--- src/rtl/hdmi_rx_timing.sv ---
// hdmi_rx_timing: recovers line/frame timing from the one-bit-per-lane
// TMDS stream, locks onto hsync, regenerates de/hsync/vsync and expands
// the lane bits back to 8-bit RGB. Two-stage pipeline: A samples, B outputs.
module hdmi_rx_timing #(
  parameter int H_SYNC     = 44,
  parameter int H_BACK     = 148,
  parameter int H_ACTIVE   = 1920,
  parameter int H_TOTAL    = 2200,
  parameter int V_SYNC     = 5,
  parameter int V_BACK     = 36,
  parameter int V_ACTIVE   = 1080,
  parameter int LOCK_LINES = 4
) (
  input  logic        pix_clk,
  input  logic        rst_n,
  input  logic [2:0]  tmds_d_p,
  input  logic [2:0]  tmds_d_n,
  output logic        de,
  output logic        hsync,
  output logic        vsync,
  output logic [7:0]  red,
  output logic [7:0]  green,
  output logic [7:0]  blue,
  output logic        locked,
  output logic        diff_err,
  output logic [15:0] line_err_cnt
);

  localparam int HW = (H_TOTAL > 2) ? $clog2(H_TOTAL) : 1;
  localparam int GW = $clog2(LOCK_LINES + 1);
  localparam logic [HW-1:0] H_LAST  = HW'(H_TOTAL - 1);
  localparam logic [HW-1:0] H_DE_LO = HW'(H_SYNC + H_BACK);
  localparam logic [HW-1:0] H_DE_HI = HW'(H_SYNC + H_BACK + H_ACTIVE);
  localparam logic [10:0]   V_DE_LO = 11'(V_SYNC + V_BACK);
  localparam logic [10:0]   V_DE_HI = 11'(V_SYNC + V_BACK + V_ACTIVE);
  localparam logic [10:0]   V_MAX   = 11'd2047;
  localparam logic [GW-1:0] GOOD_LOCK = GW'(LOCK_LINES);

  typedef enum logic [1:0] {SEARCH, VERIFY, LOCKED} state_t;

  // Stage A registers
  logic [2:0] s_q;
  logic       s1_prev_q;
  logic       s2_prev_q;
  logic       diff_err_q;

  // Timing state
  state_t          state_q, state_d;
  logic [HW-1:0]   h_cnt_q, h_cnt_d;
  logic [10:0]     v_cnt_q, v_cnt_d;
  logic [GW-1:0]   good_cnt_q, good_cnt_d;
  logic [15:0]     line_err_cnt_q, line_err_cnt_d;

  // Stage B output registers
  logic            de_q, de_d;
  logic            hsync_q, hsync_d;
  logic            vsync_q, vsync_d;
  logic [7:0]      red_q, red_d;
  logic [7:0]      green_q, green_d;
  logic [7:0]      blue_q, blue_d;
  logic            locked_q, locked_d;

  logic            de_int;
  logic            hs_edge;
  logic            vs_edge;
  logic            wrap_pt;
  logic            err_inc;
  logic [HW-1:0]   h_cur;
  logic [10:0]     v_cur;

  // Stage A: sample the true lanes, keep previous sync bits, flag p == n on any lane
  always_ff @(posedge pix_clk or negedge rst_n) begin
    if (!rst_n) begin
      s_q        <= 3'b000;
      s1_prev_q  <= 1'b0;
      s2_prev_q  <= 1'b0;
      diff_err_q <= 1'b0;
    end else begin
      s_q        <= tmds_d_p;
      s1_prev_q  <= s_q[1];
      s2_prev_q  <= s_q[2];
      diff_err_q <= |(tmds_d_p ~^ tmds_d_n);
    end
  end

  // Line classification, lock FSM next state, counters and output next values
  always_comb begin
    de_int = (state_q == LOCKED) &&
             (h_cnt_q >= H_DE_LO) && (h_cnt_q < H_DE_HI) &&
             (v_cnt_q >= V_DE_LO) && (v_cnt_q < V_DE_HI);
    hs_edge = s_q[1] & ~s1_prev_q & ~de_int;
    vs_edge = s_q[2] & ~s2_prev_q & ~de_int;
    // h_cnt_q == 0 marks the sample where an hsync edge must appear
    wrap_pt = (h_cnt_q == '0);

    state_d    = state_q;
    good_cnt_d = good_cnt_q;
    err_inc    = 1'b0;

    case (state_q)
      SEARCH: begin
        if (hs_edge) begin
          state_d    = VERIFY;
          good_cnt_d = '0;
        end
      end
      VERIFY: begin
        if (hs_edge && wrap_pt) begin
          good_cnt_d = good_cnt_q + 1'b1;
          if (good_cnt_d == GOOD_LOCK) state_d = LOCKED;
        end else if (hs_edge) begin
          good_cnt_d = '0;
        end else if (wrap_pt) begin
          state_d = SEARCH;
        end
      end
      LOCKED: begin
        if (hs_edge && !wrap_pt) begin
          err_inc    = 1'b1;
          state_d    = VERIFY;
          good_cnt_d = '0;
        end else if (!hs_edge && wrap_pt) begin
          err_inc = 1'b1;
          state_d = SEARCH;
        end
      end
      default: state_d = SEARCH;
    endcase

    // Any qualified edge places the current sample at pixel 0 of a line
    h_cur   = hs_edge ? '0 : h_cnt_q;
    h_cnt_d = (h_cur == H_LAST) ? '0 : h_cur + 1'b1;

    v_cur   = vs_edge ? '0 : v_cnt_q;
    v_cnt_d = ((h_cur == H_LAST) && (v_cur != V_MAX)) ? v_cur + 1'b1 : v_cur;

    line_err_cnt_d = (err_inc && (line_err_cnt_q != 16'hFFFF)) ?
                     line_err_cnt_q + 1'b1 : line_err_cnt_q;

    de_d     = de_int;
    locked_d = (state_d == LOCKED);
    if (de_int) begin
      red_d   = {8{s_q[0]}};
      green_d = {8{s_q[1]}};
      blue_d  = {8{s_q[2]}};
      hsync_d = hsync_q;
      vsync_d = vsync_q;
    end else begin
      red_d   = 8'h00;
      green_d = 8'h00;
      blue_d  = 8'h00;
      hsync_d = s_q[1];
      vsync_d = s_q[2];
    end
  end

  // Stage B: FSM state, counters and all registered outputs
  always_ff @(posedge pix_clk or negedge rst_n) begin
    if (!rst_n) begin
      state_q        <= SEARCH;
      h_cnt_q        <= '0;
      v_cnt_q        <= '0;
      good_cnt_q     <= '0;
      line_err_cnt_q <= '0;
      de_q           <= 1'b0;
      hsync_q        <= 1'b0;
      vsync_q        <= 1'b0;
      red_q          <= 8'h00;
      green_q        <= 8'h00;
      blue_q         <= 8'h00;
      locked_q       <= 1'b0;
    end else begin
      state_q        <= state_d;
      h_cnt_q        <= h_cnt_d;
      v_cnt_q        <= v_cnt_d;
      good_cnt_q     <= good_cnt_d;
      line_err_cnt_q <= line_err_cnt_d;
      de_q           <= de_d;
      hsync_q        <= hsync_d;
      vsync_q        <= vsync_d;
      red_q          <= red_d;
      green_q        <= green_d;
      blue_q         <= blue_d;
      locked_q       <= locked_d;
    end
  end

  assign de           = de_q;
  assign hsync        = hsync_q;
  assign vsync        = vsync_q;
  assign red          = red_q;
  assign green        = green_q;
  assign blue         = blue_q;
  assign locked       = locked_q;
  assign diff_err     = diff_err_q;
  assign line_err_cnt = line_err_cnt_q;

endmodule

--- config.mk ---
export PLATFORM = sky130hd
export DESIGN_NAME = hdmi_rx_timing
export DESIGN_NICKNAME = d
export VERILOG_FILES = /design/src/rtl/hdmi_rx_timing.sv
export SDC_FILE = /design/constraint.sdc
export NUM_CORES = 1
export LEC_CHECK = 0
export ABC_AREA = 1
export BUFFER_PORTS_ARGS = -buffer_cell sky130_fd_sc_hd__buf_2
export CORE_MARGIN = 3
export CORE_UTILIZATION = 30
export DETAILED_ROUTE_END_ITERATION = 8
export MAX_ROUTING_LAYER = met4
export PLACE_DENSITY = 0.59
export SYNTH_ARGS = -nofsm -noshare
export SYNTH_HDL_FRONTEND = slang
export SYNTH_SLANG_ARGS = --single-unit
--- constraint.sdc ---
create_clock -name pix_clk -period 2.9 [get_ports pix_clk]
set_input_delay 0.725 -clock pix_clk [delete_from_list [all_inputs] [get_ports pix_clk]]
set_output_delay 0.725 -clock pix_clk [all_outputs]
set_load 0.02 [all_outputs]
---- Word level (Yosys, flattened, before mapping) ----
Index checks and enable logic that the tools add are counted.
operators by class
  add/sub/neg operators ................... 4
  multiply operators ...................... 0
  divide/modulo/power cells ............... 0
  $lt $le $gt $ge ......................... 4
  equality and inequality tests ........... 8
  shift-type cells ........................ 0
  multiplexer cells ....................... 22
  bitwise operators ....................... 8
  reductions and logical operators ........ 16
operators with widths
  cell                   count
  $mux 12                2
  $mux 8                 3
  $mux 11                2
  $add 16x1->16 const B  1
  $ne 16x16->1 const B   1
  $mux 2                 7
  $add 12x1->12 const B  1
  $eq 12x12->1 const B   1
  $ge 12x8->1 const B    1
  $logic_not 12->1       1
  $lt 12x12->1 const B   1
  $add 11x1->11 const B  1
  $ge 11x6->1 const B    1
  $lt 11x11->1 const B   1
  $ne 11x11->1 const B   1
  $logic_and 1x1->1      9
  $mux 3                 3
  $pmux 3 s3             1
  $pmux 2 s3             1
  $and 1x1->1            4
  $eq 2x2->1 const B     2
  $add 3x1->3 const B    1
  $eq 3x3->1 const B     1
  $mux 1                 3
  other kinds (9)        12
word-level totals
  bits in registers ....................... 78
  bits in latches ......................... 0
  bits in writable memories ............... 0
  memory bits (read-only) ................. 0
  input bits .............................. 8
  output and inout bits ................... 45
  word-level logic and storage cells ...... 78
  memories ................................ 0

---- Logic depth before layout (Yosys ltp) ----
  word-level depth ........................ 13
  gate-level depth with buffers ........... 22
  mapped depth without buffers ............ 22

---- Worst setup path before layout ----
No wires, ideal clock.
  kind .................................... register to register
  from .................................... reg state_q[0]
  to ...................................... reg line_err_cnt_q[15] (netlist: line_err_cnt[15])
  library setup time ...................... 0.080 ns
  data arrival time ....................... 2.859 ns
  required time ........................... 2.820 ns
  setup slack ............................. -0.039 ns
  cell stages (with the launch flop) ...... 22
  buffers on the path ..................... 2
  period minus slack after synthesis ...... 2.939 ns
  path through ............................ dfrtp_1 inv_1 ha_1 nand2_1 inv_1 nand2_1 nor2_2 nand2_2 nand2_2 buf_6 buf_4 ha_1 nor2_1 nand2_1 nor2_1 nand2_1 nor2_1 nand2_1 nor2_1 nand2_1 nor2_1 xor2_1
on the way
  word-level cells in the longest chain between the ends .. 13
  elaborated cells between the ends (all ways) .. 14
  those cells by class .................... 1 x eq/ne; 3 x mux; 2 x bitwise; 8 x reduce/logical
RTL lines
  item                            RTL line  text
  start: declaration              48        state_t state_q, state_d;
  start signal: assignment        173       state_q <= state_d;
  $eq 2x2->1 *                    88, 100
  $logic_and 1x1->1               88        de_int = (state_q == LOCKED) &&
  $logic_and 1x1->1 (2 in a row)  89        (h_cnt_q >= H_DE_LO) && (h_cnt_q < H_DE_HI) &&
  $logic_and 1x1->1               90        (v_cnt_q >= V_DE_LO) && (v_cnt_q < V_DE_HI);
  $not 1->1                       91        hs_edge = s_q[1] & ~s1_prev_q & ~de_int;
  $and 1x1->1                     91
  $logic_not 1->1                 122       end else if (!hs_edge && wrap_pt) begin
  $logic_and 1x1->1               122
  $mux 1                          122
  $mux 1                          118       if (hs_edge && !wrap_pt) begin
  $mux 1 *                        100       case (state_q)
  $logic_and 1x1->1 *             137       line_err_cnt_d = (err_inc && (line_err_cnt_q != 16'hFFFF)) ?
  end signal: assignment          177       line_err_cnt_q <= line_err_cnt_d;
  end: declaration                52        logic [15:0] line_err_cnt_q, line_err_cnt_d;
Every way passes the cells marked *; elsewhere a longest branch is shown, timed or not.
A chain may end at the register's enable or synchronous reset.

---- Final worst setup path ----
  from .................................... reg state_q[0]
  to ...................................... reg v_cnt_q[0]
on the way
  word-level cells in the longest chain between the ends .. 11
  elaborated cells between the ends (all ways) .. 15
  those cells by class .................... 1 x add/sub; 3 x eq/ne; 3 x mux; 3 x bitwise; 5 x reduce/logical
RTL lines
  item                                                   RTL line  text
  $eq 2x2->1 *                                           88
  $logic_and 1x1->1 *                                    88
  $logic_and 1x1->1 * (2 in a row)                       89
  $logic_and 1x1->1 *                                    90
  $not 1->1 *                                            91, 92
  branches (longest 4 deep; another with $add 11x1->11)  -
  $mux 11 *                                              135       v_cnt_d = ((h_cur == H_LAST) && (v_cur != V_MAX)) ? v_cur + 1'b1 : v_cur;
  named net v_cnt_d[0]                                   50        logic [10:0] v_cnt_q, v_cnt_d;
  end signal: assignment                                 175       v_cnt_q <= v_cnt_d;
  end: declaration                                       50
Mark *: on every way through the listed nets, which the timed path passes.

==> reports/results.ini <==
[cells_and_area]
multi_input_area_um2=1580
final_nets=513
fill_cells=1137
post-route-util=0.375
num_antenna_cells=0
drive_gt1_frac=0.231
seq_area_um2=1430
area_delta_synth_final_pct=21.2

[clock_tree]
clkSlewWorstSetupHoldPaths_ps=50
clock_path_buffers=2
numCtsBuffers=9
ctsHtreeMaxLevel=3
root_buffer=clkbuf_16
cts_sinks=57
insertion_delay_ps=330
hold_buffers=0
cts_tree=built

[placed_design]
gp_congestion=0.840
hpwl_um=5190
portBuffers=52

[global_routing]
grt_pass1_vias=2634
grt_use_met1=0.154
grt_usage=0.123
antenna_found_initial=0
gr-usage-met2=0.191
grt_pass1_wl_um=12300
grt_overflow=0
busiest_layer=met2
grt_max_degree=58
met3_usage=0.0372

[die]
dieHeight_um=112
core_area_um2=10900
std_cell_rows=38
die_x_um=112
start_util=0.310
pin_count=53
die_area_um2=12600

[sta]
drv_slew=0
max_freq_mhz=377
finalCriticalPeriod_ps=2650
fin_setup_tns_ps=0
rsz0062_at_grt=no
post-route-period-util=0.914
finalSetupViolations=0
slew-limit-headroom=0.510
finalHoldViolations=0
fin_hold_ws_ps=376
worst_slew_pin_slew_ps=734
fin_skew_ps=5.80

[synth]
ys_warn_count=0
synth.avg_cell_area_um2=7.67
seq_area_frac_synth=0.421
syn_inst=442
yosysUniqueCellTypes=29
syn_nets=462
synth_area_um2=3390
synth-seq-cells=57

[critical_path]
start_kind=flip-flop
crit_type=reg2reg
worstPathMaxFanout=8
critPathRequiredTime_ps=3120
endpoint_kind=flip-flop
cp_data_arrival_time_ps=2870

[route]
via_per_inst=4.52
ant_nets=0
drtPass1Iterations=4
vias=2884
wl_per_cell_um=11.4
dr.first_iter.drc_count=203
drc=0
wl_um=7290

[power_and_ir_drop]
switchingPower_mw=0.590
powerDensity_nw_per_um2=556
clockPowerShare=0.496
p_leak_nw=2.22
pwr-share-seq=0.385
ir_drop_mv=0.312
p_sw_frac=0.259
pwr-share-comb=0.119
p_int_mw=1.69

[job]
maxCapViolCount=0

[hold_path]
min_path_type=reg2reg

[status]
status=finished clean

==> power by group through the flow <==
| stage | logic, mW | clock network [mW] | registers (mW) |
|---|---|---|---|
| floorplan | 0.178 | 0 | 0.885 |
| global placement | 0.247 | 0 | 0.890 |
| detailed placement | 0.255 | 0 | 0.891 |
| CTS | 0.256 | 1.16 | 0.879 |
| global route | 0.316 | 1.20 | 0.886 |
| finish | 0.270 | 1.13 | 0.878 |
==> kinds of logic (layout without fill, tap and decap cells) <==
| kind of cell | count (synthesis) | in the layout | synth area share |
|---|---|---|---|
| AND/OR/NAND/NOR | 224 | 225 | 0.282 |
| buffers and inverters | 92 | 147 | 0.131 |
| flip-flops | 57 | 57 | 0.421 |
| AO/OA/AOI/OAI | 29 | 29 | 0.0476 |
| XOR/XNOR | 26 | 26 | 0.0672 |
| adder cells (fa/ha/maj) | 12 | 12 | 0.0443 |
| multiplexers | 2 | 2 | 0.00628 |
==> path summary, 6_finish.rpt <==
kind	endpoint	slack, ps	start	cells past startpoint
setup / recovery	v_cnt_q[0]$_DFF_PN0_	250	state_q[0]$_DFF_PN0_	21
hold / removal	s1_prev_q$_DFF_PN0_	380	s_q[1]$_DFF_PN0_	0
setup reg to reg	v_cnt_q[0]$_DFF_PN0_	250	state_q[0]$_DFF_PN0_	21
hold reg to reg	s1_prev_q$_DFF_PN0_	380	s_q[1]$_DFF_PN0_	0
max in group asynchronous	good_cnt_q[1]$_DFFE_PN0P_	1860	rst_n	2
min in group asynchronous	hsync$_DFFE_PN0P_	540	rst_n	2
==> what timing repair did <==
item	in CTS	in global routing
gates resized for setup	0	19
endpoints found under the setup margin	0	13
buffers inserted	0	4
==> worst max-delay path, stage by stage (launching register included) <==
cell	delay, ps
dfrtp_1	410
inv_2	90
ha_2	200
nand2_1	60
inv_1	40
nand2_1	60
nor2_2	90
nand2_2	60
buf_4	150
nand2_2	70
inv_2	80
nor2_4	100
ha_2	200
nand2_1	60
inv_1	80
nand3_2	100
nor2_2	110
nand2_2	80
nor2_4	210
nor2_4	100
o21ai_1	90
nand2_1	70
==> metal layers <==
layer / routed length, um / vias up
li1: - / 1464
met4: 121 / 0
met5: 0 / -
met2: 3410 / 75
met3: 377 / 12
met1: 3390 / 1333
==> synth_stat cells <==
library cell,count,area share
xnor2_1,9,0.023
nor3b_1,3,0.0066
inv_2,7,0.0078
mux2_2,1,0.0033
nor3_1,7,0.010
inv_1,59,0.065
o21ai_1,9,0.013
dfrtp_1,57,0.42
buf_2,1,0.0015
a21oi_1,7,0.010
buf_4,22,0.049
o21bai_1,1,0.0022
nand3_2,2,0.0059
buf_6,2,0.0066
nand2_1,108,0.12
nand3_1,27,0.040
o21ai_0,7,0.010
mux2i_1,1,0.0030
nor2_2,2,0.0037
ha_1,12,0.044
nor4_1,1,0.0018
nand2_2,3,0.0055
xor2_1,17,0.044
clkinv_1,1,0.0011
o32ai_1,3,0.0078
nand4_1,8,0.015
o22ai_1,2,0.0037
nor2_1,61,0.068
nor2_4,2,0.0066
==> state kept, by name, summed over array words and instances, names as in the netlist <==
name	cells
state_q	2
vsync	1
locked	1
good_cnt_q	3
green	1
diff_err	1
v_cnt_q	11
blue	1
hsync	1
red	1
s2_prev_q	1
s_q	3
de	1
line_err_cnt	16
s1_prev_q	1
h_cnt_q	12
==> layout make-up <==
type	instances	share of cell area
clock buffers	9	0.0549
clock inverters	7	0.0232
inverters	67	0.0613
multi-input cells	294	0.385
flip-flops and latches	57	0.347
well taps	140	0.0427
repair buffers	64	0.0853
==> placed cells by master (no fill, tap or decap), drive strengths merged, types with 3 or more instances in the layout <==
cell | Yosys | final
nor3 | 7 | 7
dfrtp | 57 | 57
o21ai | 16 | 16
clkbuf | 0 | 9
xnor2 | 9 | 9
nand3 | 29 | 29
nor2 | 65 | 66
ha | 12 | 12
nor3b | 3 | 3
o32ai | 3 | 3
buf | 25 | 64
nand2 | 111 | 111
a21oi | 7 | 7
clkinv | 1 | 5
inv | 66 | 66
nand4 | 8 | 8
xor2 | 17 | 17
==> metrics by stage <==
step                      total power [mW]  instance area [um^2]  cells  setup slack, ps
after floorplan                       1.06                  3390    442             24.3
after global placement                1.14                  3700    617              220
after detailed placement              1.15                  3700    617              136
after CTS                             2.29                  4020    633              125
after global routing                  2.40                  4110    638             2.25
final                                 2.28                  4110    638              248
Note: power is estimated with default switching activity, not from simulation.
